--- config.mk ---
export PLATFORM = sky130hd
export DESIGN_NAME = mio_bus_ctrl_flat
export DESIGN_NICKNAME = d
export VERILOG_FILES = /design/src/rtl/mio_bus_ctrl_pkg.sv /design/src/rtl/mio_bus_ctrl_if.sv /design/src/rtl/mio_addr_decode.sv /design/src/rtl/mio_bus_ctrl.sv /design/src/flat_wrapper.sv
export SDC_FILE = /design/constraint.sdc
export NUM_CORES = 1
export LEC_CHECK = 0
export CAP_MARGIN = 15
export CORE_MARGIN = 4
export CORE_UTILIZATION = 42
export CTS_BUF_LIST = sky130_fd_sc_hd__clkbuf_8
export DETAILED_ROUTE_END_ITERATION = 10
export GPL_TIMING_DRIVEN = 1
export PLACE_DENSITY = 0.95
export SKIP_LAST_GASP = 1
export SYNTH_ARGS = -nofsm -noshare
export SYNTH_HDL_FRONTEND = slang
export SYNTH_SLANG_ARGS = --single-unit
--- constraint.sdc ---
create_clock -name clk -period 2.4 [get_ports clk]
set_input_delay 0.24 -clock clk [delete_from_list [all_inputs] [get_ports clk]]
set_output_delay 0.24 -clock clk [all_outputs]
set_load 0.01 [all_outputs]
--- src/rtl/mio_bus_ctrl_pkg.sv ---
// Shared types for the MCPU memory/IO bus controller.
//   state_t  : controller FSM encoding
//   region_t : decoded target of a CPU request
//   WCNT_W   : width of the wait-state counter (waits 1..15)
//   wait_load: wait count to load for a decoded region
package mcpu_bus_pkg;

   typedef enum logic [1:0] {ST_IDLE, ST_SETUP, ST_WAIT, ST_RESP} state_t;
   typedef enum logic [1:0] {REG_RAM, REG_PER, REG_ERR} region_t;

   localparam logic [31:0] PERIPH_BASE_DEF = 32'hE000_0000;
   localparam int          WCNT_W          = 4;

   function automatic logic [WCNT_W-1:0] wait_load(input region_t r, input int ram_w,
                                                   input int per_w);
      return (r == REG_PER) ? WCNT_W'(per_w) : WCNT_W'(ram_w);
   endfunction

endpackage

--- src/rtl/mio_bus_ctrl_if.sv ---
// CPU-side request/response bundle of the memory/IO bus controller.
//   cpu_mio/cpu_mem_w/cpu_addr/cpu_wdata : request from MCPU
//   cpu_rdata/mio_ready/bus_err          : response to MCPU
// master = CPU side, slave = controller side.
interface mio_bus_ctrl_if;
   logic        cpu_mio;
   logic        cpu_mem_w;
   logic [31:0] cpu_addr;
   logic [31:0] cpu_wdata;
   logic [31:0] cpu_rdata;
   logic        mio_ready;
   logic        bus_err;

   modport master (output cpu_mio, cpu_mem_w, cpu_addr, cpu_wdata,
                   input  cpu_rdata, mio_ready, bus_err);
   modport slave  (input  cpu_mio, cpu_mem_w, cpu_addr, cpu_wdata,
                   output cpu_rdata, mio_ready, bus_err);
endinterface

--- src/rtl/mio_addr_decode.sv ---
// Combinational address decoder.
//   addr   : CPU byte address
//   region : REG_ERR if misaligned, REG_RAM for the low RAM window,
//            REG_PER for the 256-byte peripheral window, else REG_ERR.
module mio_addr_decode
   import mcpu_bus_pkg::*;
#(
   parameter int          RAM_AW      = 10,
   parameter logic [31:0] PERIPH_BASE = PERIPH_BASE_DEF
) (
   input  logic [31:0] addr,
   output region_t     region
);

   // word index bits only matter downstream, not for the region
   logic unused_idx;
   assign unused_idx = ^addr[7:2];

   always_comb begin
      region = REG_ERR;
      if (addr[1:0] != 2'b00)
         region = REG_ERR;
      else if (addr[31:RAM_AW+2] == '0)
         region = REG_RAM;
      else if (addr[31:8] == PERIPH_BASE[31:8])
         region = REG_PER;
   end

endmodule

--- src/rtl/mio_bus_ctrl.sv ---
// Memory/IO bus controller behind the MCPU memory port.
//   clk, reset (async, active low)
//   bus      : CPU request/response (slave modport)
//   ram_*    : word RAM port, synchronous read data
//   per_*    : peripheral register port
// One request at a time: IDLE -> SETUP (strobe) -> WAIT (n cycles) -> RESP
// (one-cycle mio_ready). Rejected requests skip WAIT and flag bus_err.
module mio_bus_ctrl
   import mcpu_bus_pkg::*;
#(
   parameter int          RAM_AW      = 10,
   parameter int          RAM_WAIT    = 1,
   parameter int          PERIPH_WAIT = 2,
   parameter logic [31:0] PERIPH_BASE = PERIPH_BASE_DEF
) (
   input  logic              clk,
   input  logic              reset,
   mio_bus_ctrl_if.slave     bus,
   output logic              ram_en,
   output logic              ram_we,
   output logic [RAM_AW-1:0] ram_addr,
   output logic [31:0]       ram_wdata,
   input  logic [31:0]       ram_rdata,
   output logic              per_sel,
   output logic              per_we,
   output logic [5:0]        per_addr,
   output logic [31:0]       per_wdata,
   input  logic [31:0]       per_rdata
);

   state_t              state, nxt;
   region_t             region_d, region_q;
   logic                we_q;
   logic [RAM_AW-1:0]   ram_idx_q;
   logic [5:0]          per_idx_q;
   logic [31:0]         wdata_q;
   logic [31:0]         rdata_q;
   logic [WCNT_W-1:0]   wcnt;
   logic                last_wait;

   mio_addr_decode #(
      .RAM_AW      (RAM_AW),
      .PERIPH_BASE (PERIPH_BASE)
   ) u_dec (
      .addr   (bus.cpu_addr),
      .region (region_d)
   );

   assign last_wait = (wcnt == WCNT_W'(1));

   always_ff @(posedge clk or negedge reset) begin
      if (!reset) begin
         state     <= ST_IDLE;
         region_q  <= REG_RAM;
         we_q      <= 1'b0;
         ram_idx_q <= '0;
         per_idx_q <= '0;
         wdata_q   <= '0;
         rdata_q   <= '0;
         wcnt      <= '0;
      end else begin
         state <= nxt;
         case (state)
            // request inputs are only looked at here
            ST_IDLE: if (bus.cpu_mio) begin
               we_q      <= bus.cpu_mem_w;
               ram_idx_q <= bus.cpu_addr[RAM_AW+1:2];
               per_idx_q <= bus.cpu_addr[7:2];
               wdata_q   <= bus.cpu_wdata;
               region_q  <= region_d;
            end
            ST_SETUP: begin
               wcnt <= wait_load(region_q, RAM_WAIT, PERIPH_WAIT);
               // rejected reads return zero in RESP
               if (region_q == REG_ERR && !we_q)
                  rdata_q <= '0;
            end
            ST_WAIT: begin
               wcnt <= wcnt - 1'b1;
               if (last_wait && !we_q)
                  rdata_q <= (region_q == REG_PER) ? per_rdata : ram_rdata;
            end
            default: ;
         endcase
      end
   end

   always_comb begin
      nxt           = state;
      ram_en        = 1'b0;
      ram_we        = 1'b0;
      per_sel       = 1'b0;
      per_we        = 1'b0;
      bus.mio_ready = 1'b0;
      bus.bus_err   = 1'b0;
      case (state)
         ST_IDLE:  if (bus.cpu_mio) nxt = ST_SETUP;
         ST_SETUP: begin
            ram_en  = (region_q == REG_RAM);
            ram_we  = (region_q == REG_RAM) && we_q;
            per_sel = (region_q == REG_PER);
            per_we  = (region_q == REG_PER) && we_q;
            nxt     = (region_q == REG_ERR) ? ST_RESP : ST_WAIT;
         end
         ST_WAIT:  if (last_wait) nxt = ST_RESP;
         ST_RESP: begin
            bus.mio_ready = 1'b1;
            bus.bus_err   = (region_q == REG_ERR);
            nxt           = ST_IDLE;
         end
         default:  nxt = ST_IDLE;
      endcase
   end

   assign ram_addr      = ram_idx_q;
   assign ram_wdata     = wdata_q;
   assign per_addr      = per_idx_q;
   assign per_wdata     = wdata_q;
   assign bus.cpu_rdata = rdata_q;

endmodule

--- src/flat_wrapper.sv ---
// flat-port wrapper written by rule: the top's interface ports become plain ports
module mio_bus_ctrl_flat import mcpu_bus_pkg::*;
#(
   parameter int          RAM_AW      = 10,
   parameter int          RAM_WAIT    = 1,
   parameter int          PERIPH_WAIT = 2,
   parameter logic [31:0] PERIPH_BASE = PERIPH_BASE_DEF
)
  (clk, reset, ram_en, ram_we, ram_addr, ram_wdata, ram_rdata, per_sel, per_we, per_addr, per_wdata, per_rdata, bus_cpu_mio, bus_cpu_mem_w, bus_cpu_addr, bus_cpu_wdata, bus_cpu_rdata, bus_mio_ready, bus_bus_err);
  mio_bus_ctrl_if bus_i ();
  input  logic clk;
  input  logic reset;
  output logic ram_en;
  output logic ram_we;
  output logic [RAM_AW-1:0] ram_addr;
  output logic [31:0] ram_wdata;
  input  logic [31:0] ram_rdata;
  output logic per_sel;
  output logic per_we;
  output logic [5:0] per_addr;
  output logic [31:0] per_wdata;
  input  logic [31:0] per_rdata;
  input wire logic [$bits(bus_i.cpu_mio)-1:0] bus_cpu_mio;
  input wire logic [$bits(bus_i.cpu_mem_w)-1:0] bus_cpu_mem_w;
  input wire logic [$bits(bus_i.cpu_addr)-1:0] bus_cpu_addr;
  input wire logic [$bits(bus_i.cpu_wdata)-1:0] bus_cpu_wdata;
  output wire logic [$bits(bus_i.cpu_rdata)-1:0] bus_cpu_rdata;
  output wire logic [$bits(bus_i.mio_ready)-1:0] bus_mio_ready;
  output wire logic [$bits(bus_i.bus_err)-1:0] bus_bus_err;
  assign bus_i.cpu_mio = bus_cpu_mio;
  assign bus_i.cpu_mem_w = bus_cpu_mem_w;
  assign bus_i.cpu_addr = bus_cpu_addr;
  assign bus_i.cpu_wdata = bus_cpu_wdata;
  assign bus_cpu_rdata = bus_i.cpu_rdata;
  assign bus_mio_ready = bus_i.mio_ready;
  assign bus_bus_err = bus_i.bus_err;
  mio_bus_ctrl #(.RAM_AW(RAM_AW), .RAM_WAIT(RAM_WAIT), .PERIPH_WAIT(PERIPH_WAIT), .PERIPH_BASE(PERIPH_BASE)) u_core (.clk(clk), .reset(reset), .bus(bus_i), .ram_en(ram_en), .ram_we(ram_we), .ram_addr(ram_addr), .ram_wdata(ram_wdata), .ram_rdata(ram_rdata), .per_sel(per_sel), .per_we(per_we), .per_addr(per_addr), .per_wdata(per_wdata), .per_rdata(per_rdata));
endmodule
# Yosys cells after proc, flatten, opt, wreduce, memory -nomap -nowiden
# Cells that the tools add are included.
[totals]
input_bits = 132
wordCells = 52
register_bits = 89
out_inout_bits = 118
[classes]
mux = 19
reduce_logical = 13
n_eq_ne = 11
n_addsub = 1
[op_table]
columns = ["operator", "count"]
rows = [
  ["$mux 32", 3],
  ["$pmux 32 s2", 1],
  ["$eq 24x24->1 const B", 1],
  ["$logic_not 20->1", 1],
  ["$mux 2", 6],
  ["$pmux 2 s4", 1],
  ["$pmux 4 s2", 1],
  ["$mux 1", 7],
  ["$eq 2x2->1 const B", 3],
  ["$ne 2x1->1 const B", 3],
  ["$eq 2x1->1 const B", 2],
  ["$eq 4x1->1 const B", 1],
  ["$logic_and 1x1->1", 4],
  ["$logic_not 2->1", 2],
  ["$reduce_and 2->1", 2],
  ["$reduce_bool 2->1", 2],
  ["$sub 4x1->4 const B", 1],
  ["$reduce_and 3->1", 1],
  ["$ne 2x2->1 const B", 1],
  ["$logic_not 1->1", 1],
]

# Depth between registers and ports, before layout
[depth]
word_depth = 4
mapped_depth = 7
mapped_depth_nobuf = 6

# Modules after synthesis
# A second synthesis with hierarchy kept.
[hier_totals]
hier_cells = 374
hier_area_um2 = 4260.3
[modules_own_cells]
columns = ["module", "seq_area_each_um2", "cells_per_inst", "n_inst", "area_each_um2"]
rows = [
  ["mio_bus_ctrl", 2077.0, 361, 1, 4182.8],
  ["mio_addr_decode", 0.0, 13, 1, 77.6],
]

# Worst setup path before layout
# No wires, ideal clock.
[synth_timing]
path_kind = "register -> register"
from = "register u_core.state[0]"
to = "register u_core.rdata_q[10] (netlist: u_core.bus.cpu_rdata[10])"
setup_ps = 92
setup_slack_ps = 828
synth_period_minus_slack_ps = 1572
path_stages_with_launch = 8
path_buffers = 1
required_ps = 2308
t_arrival_ps = 1480
path_cell_list = "dfrtp_1 -> inv_1 -> ha_1 -> inv_2 -> o221ai_4 -> buf_2 -> nand2_1 -> o31ai_2"
[synth_via]
elab_chain_len = 3
elab_cells_between_ends = 7
cone_classes = "eq/ne: 4; mux: 1; reduce/logical: 2"
[synth_rtl]
columns = ["element", "line", "source"]
rows = [
  ["start, declared", "mio_bus_ctrl.sv:31", "state_t state, nxt;"],
  ["start signal, assigned", "mio_bus_ctrl.sv:62", "state <= nxt;"],
  ["$eq 2x2->1 or $eq 2x1->1 (tied branches)", "mio_bus_ctrl.sv:63", "case (state)"],
  ["$ne 2x1->1 (no source line) or $reduce_bool 2->1 (tied branches)", "--", ""],
  ["$reduce_and 3->1 (no source line)", "--", ""],
  ["end signal, assigned", "mio_bus_ctrl.sv:81", "rdata_q <= (region_q == REG_PER) ? per_rdata : ram_rdata;"],
  ["end, declared", "mio_bus_ctrl.sv:37", "logic [31:0] rdata_q;"],
]
# Several ways; a longest one is shown, not always the timed one.
# A chain may end at the register's enable or synchronous reset.

# Final worst setup path
[layout_timing]
from = "register u_core.state[1]"
to = "output port per_we"
[layout_via]
elab_chain_len = 2
[layout_rtl]
columns = ["element", "line", "source"]
rows = [
  ["$eq 2x1->1", "mio_bus_ctrl.sv:96", "case (state)"],
  ["$mux 1", "mio_bus_ctrl.sv:96", ""],
  ["end, declared", "flat_wrapper.sv:19", "output logic per_we;"],
]
# No other way between the ends.

==> impl_metrics.env <==
export IMPL_maxCapViolCount=0
export IMPL_critical_path_max_stage_delay_ps=550
export IMPL_crit_arrival_ps=2060
export IMPL_core_area_mm2=0.00982
export IMPL_floorplan_initialDensity=0.433
export IMPL_synth_xor_area_share=0
export IMPL_worst_setup_path_end_kind="output port"
export IMPL_yosysUniqueCellTypes=41
export IMPL_critical_path_most_common_cell="sky130_fd_sc_hd__inv_1"
export IMPL_ctsHtreeMaxLevel=3
export IMPL_grt_max_degree=84
export IMPL_worstPathMaxFanout=4
export IMPL_holdWs_ps=440
export IMPL_report_power_total_mw=7.82
export IMPL_numCtsBuffers=9
export IMPL_status="finished, final reports clean"
export IMPL_path_cells="inv_1 > ha_1 > inv_1 > nor3_2 > and2_1 > clkdlybuf4s50_1"
export IMPL_postSynthCellCount=342
export IMPL_final_antenna_diode_count=0
export IMPL_mappedNetlistArea_mm2=0.00426
export IMPL_postSynthRegisterBits=83
export IMPL_cts_clk_slew_worst_paths_ps=80
export IMPL_synthesis_area_per_instance_um2=12.4
export IMPL_grt_pass1_wl_um=18400
export IMPL_worstRegToRegCells=7
export IMPL_cp_start_kind="flip-flop"
export IMPL_first_global_vias=3574
export IMPL_clk_path_buf_depth=2
export IMPL_finClkSkew_ps=8.60
export IMPL_grtUsageTotal=0.203
export IMPL_finalWorstPathRequiredPeriod_ps=2300
export IMPL_tritoncts_num_sinks=83
export IMPL_avgViaCountPerCell=4.94
export IMPL_ir_worst_vdd_v=0.000830
export IMPL_hp_class="input pin to asynchronous set/reset pin"
export IMPL_final_hold_violation_count=0
export IMPL_drt_initial_drc_count=85
export IMPL_ys_async_sr_fraction=1.00
export IMPL_dpl_hpwl_um=9440
export IMPL_total_die_area_mm2=0.0118
export IMPL_globalRouteOverflowTotal=0
export IMPL_drive_above_1_share=0.181
export IMPL_dieHeight_um=109
export IMPL_portBuffers=249
export IMPL_wl_per_cell_um=17.7
export IMPL_layout_core_utilization=0.692
export IMPL_design_final_nets=690
export IMPL_skew_pair_late_insertion_delay_ps=340
export IMPL_layout_cell_area_non_filler_mm2=0.00679
export IMPL_number_of_antenna_violations_at_the_first_check_in_global_routing=0
export IMPL_reg2reg_setup_slack_ps=310
export IMPL_num_vias=3391
export IMPL_setup_viol=0
export IMPL_timing_critical_path_required_ps=2160
export IMPL_drt_first_pass_iters=4
export IMPL_rsz0062_at_grt="true"
export IMPL_tritoncts="built"
export IMPL_tightestPinTransition_ps=754
export IMPL_area_growth_syn_to_layout_pct=59.7
export IMPL_synth_mux_area_frac=0.189
export IMPL_synth_simple_area_share=0.0764
export IMPL_root_buffer="sky130_fd_sc_hd__clkbuf_8"
export IMPL_synthesis_yosys_warnings=0
export IMPL_synth_compound_gate_area_share=0.122
export IMPL_placement_stage_cell_area_mm2=0.00656
export IMPL_drcViolationCount=0
export IMPL_yosys_area_share_adder=0.0206
export IMPL_synth_edff_count=0
export IMPL_timing_final_max_slew_violations=0
export IMPL_crit_slowest_cell="sky130_fd_sc_hd__clkdlybuf4s50_1"
export IMPL_postSynth_topFlopCell="sky130_fd_sc_hd__dfrtp_1"
export IMPL_power_per_cell_area_mw_per_mm2=1150
export IMPL_die_x_extent_um=109
export IMPL_io_pins=250
export IMPL_detail_route_wirelength_um=12100
export IMPL_syn_nets=481
export IMPL_fmax_ghz=0.435
export IMPL_place_gp_congestion=0.750
export IMPL_min_period_over_period=0.957
export IMPL_antenna_left=0
export IMPL_maxSlewHeadroom=0.498
export IMPL_synth_seq_area_share=0.488
export IMPL_dominant_combinational_cell_family_by_area_after_synthesis="multiplexers"
export IMPL_critical_setup_path_kind="flip-flop to output port"
export IMPL_placement_rows=36
export IMPL_leakagePower_nw=2.74
cells in the mapped netlist (2+ instances only):
| cell | count | area (µm²) |
|---|---|---|
| sky130_fd_sc_hd__inv_2 | 2 | 7.51 |
| sky130_fd_sc_hd__nand2_1 | 35 | 131 |
| sky130_fd_sc_hd__mux2i_1 | 32 | 320 |
| sky130_fd_sc_hd__o31ai_2 | 28 | 350 |
| sky130_fd_sc_hd__buf_6 | 4 | 45.0 |
| sky130_fd_sc_hd__mux2_2 | 43 | 484 |
| sky130_fd_sc_hd__ha_1 | 7 | 87.6 |
| sky130_fd_sc_hd__clkbuf_1 | 2 | 7.51 |
| sky130_fd_sc_hd__o21ai_0 | 5 | 25.0 |
| sky130_fd_sc_hd__inv_1 | 7 | 26.3 |
| sky130_fd_sc_hd__o31ai_1 | 4 | 30.0 |
| sky130_fd_sc_hd__buf_2 | 8 | 40.0 |
| sky130_fd_sc_hd__buf_4 | 40 | 300 |
| sky130_fd_sc_hd__a21oi_1 | 5 | 25.0 |
| sky130_fd_sc_hd__and2_1 | 2 | 12.5 |
| sky130_fd_sc_hd__clkbuf_4 | 2 | 15.0 |
| sky130_fd_sc_hd__nor3_1 | 6 | 30.0 |
| sky130_fd_sc_hd__nor4_1 | 4 | 25.0 |
| sky130_fd_sc_hd__nor2_1 | 2 | 7.51 |
| sky130_fd_sc_hd__dfrtp_1 | 83 | 2080 |
power breakdown:
group / switching [mW] / leakage [nW] / internal (mW)
clock network: 0.484 / 0.113 / 0.629
registers: 0.410 / 1.04 / 1.95
logic: 1.98 / 1.59 / 2.36
flip-flops by register name, indices dropped and copies added, names as in the netlist:
register	flops
u_core.bus.cpu_rdata	32
u_core.state	2
u_core.per_addr	5
u_core.region_q	2
u_core.per_wdata	32
u_core.we_q	1
u_core.wcnt	4
u_core.ram_addr	5
layer usage:
metal | GRT usage | share of wire | vias up
met5 | 0 | 0 | -
met4 | 0.0694 | 0.018 | 0
met3 | 0.0693 | 0.097 | 16
met2 | 0.381 | 0.53 | 159
met1 | 0.208 | 0.35 | 1621
li1 | - | - | 1595
worst max-delay path: cells and delay by family, from the launching register on:
| kind | cells | cell delay [ps] |
|---|---|---|
| buf+inv | 3 | 780 |
| flops | 1 | 420 |
| simple gates | 2 | 310 |
| fa+ha+maj | 1 | 190 |
final timing paths:
check / start / endpoint
max in group asynchronous: reset / u_core.bus.cpu_rdata[28]$_DFFE_PN0P_
hold / removal: reset / u_core.per_wdata[3]$_DFFE_PN0P_
min in group clk: u_core.bus.cpu_rdata[27]$_DFFE_PN0P_ / u_core.bus.cpu_rdata[27]$_DFFE_PN0P_
hold reg to reg: u_core.bus.cpu_rdata[27]$_DFFE_PN0P_ / u_core.bus.cpu_rdata[27]$_DFFE_PN0P_
setup reg to reg: u_core.state[0]$_DFFE_PN0P_ / u_core.bus.cpu_rdata[5]$_DFFE_PN0P_
setup / recovery: u_core.state[1]$_DFFE_PN0P_ / per_we
cells in the final DEF (no fill, tap or decap), types with 2 or more instances in the layout:
| cell type | n |
|---|---|
| sky130_fd_sc_hd__and2_1 | 2 |
| sky130_fd_sc_hd__nand2_1 | 34 |
| sky130_fd_sc_hd__dfrtp_1 | 83 |
| sky130_fd_sc_hd__o31ai_2 | 28 |
| sky130_fd_sc_hd__o21ai_0 | 5 |
| sky130_fd_sc_hd__nor3_1 | 5 |
| sky130_fd_sc_hd__buf_12 | 2 |
| sky130_fd_sc_hd__mux2i_1 | 32 |
| sky130_fd_sc_hd__o31ai_1 | 4 |
| sky130_fd_sc_hd__a21oi_1 | 5 |
| sky130_fd_sc_hd__inv_1 | 8 |
| sky130_fd_sc_hd__nor2_1 | 2 |
| sky130_fd_sc_hd__ha_1 | 7 |
| sky130_fd_sc_hd__clkbuf_8 | 11 |
| sky130_fd_sc_hd__buf_4 | 3 |
| sky130_fd_sc_hd__mux2_2 | 43 |
| sky130_fd_sc_hd__inv_2 | 2 |
| sky130_fd_sc_hd__nor4_1 | 4 |
| sky130_fd_sc_hd__bufinv_16 | 2 |
| sky130_fd_sc_hd__clkdlybuf4s50_1 | 247 |
stage by stage:
step | worst slack, ps | TNS, ps | cells
2_1_floorplan | 828 | 0 | 342
3_3_place_gp | 448 | 0 | 672
3_5_place_dp | 301 | 0 | 672
4_1_cts | 6.20 | 0 | 687
5_1_grt | -10.8 | -10.8 | 687
6_report | 104 | 0 | 687
what timing repair did:
item / in CTS / in global routing
hold endpoints to repair: 83 / 0
endpoints found under the setup margin: 0 / 3
resized for setup: 0 / 2
hold buffers: 1 / 0
buffers inserted: 0 / 0
cell families (layout without fill, tap and decap cells):
family	count (synthesis)	count (layout)
buffers and inverters	65	277
flip-flops	83	83
multiplexers	75	75
adder cells (fa/ha/maj)	7	7
AND/OR/NAND/NOR	61	61
AO/OA/AOI/OAI	51	51
area by class of cell:
type                       instances  area [µm²]
clock inverter                     3        63.8
tap                              133         166
sequential                        83        2080
timing repair buffer             254        2560
fill                             723        3030
clock buffer                      11         151
inverter                           9        33.8
multi-input combinational        194        1740
Note: power is estimated with default switching activity, not from simulation.
==> RTL change: new RTL, same settings <==
Encoding of `region_t`: now one-hot (3 bits for 3 values).
--- a/src/rtl/mio_bus_ctrl_pkg.sv
+++ b/src/rtl/mio_bus_ctrl_pkg.sv
@@ -7,5 +7,5 @@
 
    typedef enum logic [1:0] {ST_IDLE, ST_SETUP, ST_WAIT, ST_RESP} state_t;
-   typedef enum logic [1:0] {REG_RAM, REG_PER, REG_ERR} region_t;
+   typedef enum logic [2:0] {REG_RAM = 3'b001, REG_PER = 3'b010, REG_ERR = 3'b100} region_t;
 
    localparam logic [31:0] PERIPH_BASE_DEF = 32'hE000_0000;
Function: no difference found for any inputs over 10 cycles, from zero or initial values and one cycle with reset low; not proved beyond that.
==> RTL change against the unedited design <==
- routed wire length increased by 2.4%
- sequential power is 8% higher
- critical endpoint is now bus_bus_err
- synthesized area grew 1.1%
- setup slack improved by 0.030 ns
- sequential cell count increased by 1
- largest cell class unchanged
- final area rose by 1.0%
- power grew 1.5%
- highest routed layer unchanged
- count of clock-buffer cells in the layout fell by 2
- sequential share of layout area grew 0.071 points
==> RTL change: results (changes against the unedited design) <==
Status
  – Status: completed

Global route
  – First-pass GRT wire length: 18.91 mm (+2.7%)
  – Number of global-route vias before repair: 3,679 (+2.9%)
  – Largest net degree at the start of global routing: 44 (-48%)
  – Global Route Usage Sum: 0.2064 (+0.003735)

Synth
  – Synth Area in Adders: 0.02036 (-0.0002215)
  – Yosys warning total: 0 (unchanged)
  – Synth Area in Compound Gates: 0.1454 (+0.02341)
  – Register area share after synthesis: 0.4889 (+0.0008553)
  – Mux contribution to synthesized area: 0.1896 (+0.0005831)
  – Area contributors post-synth: dfrtp_1 48%, mux2_2 11%, o2bb2ai_2 10%
  – Synth top cells by count: 83 x dfrtp_1, 42 x buf_4, 41 x mux2_2, 32 x mux2i_1, 30 x o2bb2ai_2
  – Syn avg cell area: 13.79 µm² (+11%)
  – Syn Nets: 451 (-6.2%)

Pwr
  – Switching share of power: 0.3614 (-0.006294)
  – Pint: 5.072 mW (+2.5%)
  – Clock Power: 970 µW (-13%)
  – Power in sequential cells: 2.55 mW (+8%)
  – VDD IR-drop max: 751.8 µV (-9.4%)
  – Total leakage power: 2.661 nW (-2.9%)
  – Power Density: 1157 mW/mm² (+0.49%)

Placement
  – DP Cell Count: 644 (-4.2%)
  – Gpl congestion: 0.8154 (+8.7%)
  – Post-placement setup slack: 0.1756 ns (-0.1255 ns)
  – Detail Placement HPWL: 9.583 mm (+1.5%)
  – Post-DP Area: 0.006635 mm² (+1.1%)
  – PortBufs: 249 (unchanged)

Finish
  – NonClk Buf Share: 0.3762 (about the same)
  – ClkCell Share: 0.02680 (-0.004880)
  – Non-clk bufs: 256 (+0.79%)
  – Non-Filler Instances: 662 (-3.6%)
  – Fraction of area in multi-input gates: 0.2625 (+0.005765)
  – Seq/total area: 0.3064 (+0.0007083)
  – Invs w/o clock: 7 (-2)
  – FFs & Latches: 84 (+1.2%)
  – Ratio of cells with drive above 1 in the final layout: 0.1966 (+0.01609)
  – CLK BUF: 9 (-2)
  – Fill cells: 667 (-7.7%)
  – Comb_multi_in: 166 (-14%)

Drt
  – Metal2 WL: 6.357 mm (-1.6%)
  – DR iter-0 viols: 111 (+31%)
  – Vias per std cell: 4.962 (+0.53%)
  – Top Metal Used: met4
  – Total length of routed met3 wires: 1.401 mm (+18%)
  – WL met1: 4.518 mm (+5.3%)
  – WL/cell: 18.79 µm (+6.3%)

Worst setup path
  – Crit path launch: u_core.region_q[2]
  – FF-to-FF setup slack: 0.40 ns (+0.09 ns)
  – Reg2reg end: u_core.bus.cpu_rdata[29]
  – Worst setup path endpoint: bus_bus_err
  – CP max FO: 6 (+2)
  – Crit path arrival time: 2.03 ns (-0.03 ns)

Timing
  – Actual slew at the worst max-slew pin: 0.5556 ns (-0.1980 ns)
  – WHS: 0.4277 ns (-0.01208 ns)
  – Worst Skew: 0.01356 ns (+0.004960 ns)

Clocking
  – Post-cts sizing count: 4 (+4)
  – Setup bufs post-CTS: 1 (+1)
## RTL change: cell count changes after synthesis, sizes merged, moves of 2 or more
cell,change
o2bb2ai,+33
nor3b,+2
and2,+2
o21ai,-2
a211oi,+2
nor3,-4
nor4b,+3
o31ai,-30
a21oi,-3
clkbuf,-2
inv,-2
nand2,-29
## RTL change: metal layers
metal,up-vias,global-route usage
li1,1522,-
met1,1582,0.2231
met2,168,0.3675
met3,13,0.08407
met4,0,0.06500
met5,-,0
## RTL change: worst max-delay path, stage by stage, from the launching register on
cell and delay, ns:
dfrtp_1 0.55, nor3b_2 0.41, and2_1 0.19, clkdlybuf4s50_1 0.54
## RTL change: cell families after synthesis
| group | count (synthesis) |
|---|---|
| flip-flops | 84 |
| multiplexers | 76 |
| AND/OR/NAND/NOR | 33 |
| AO/OA/AOI/OAI | 50 |
| adder cells (fa/ha/maj) | 7 |
| buffers and inverters | 62 |
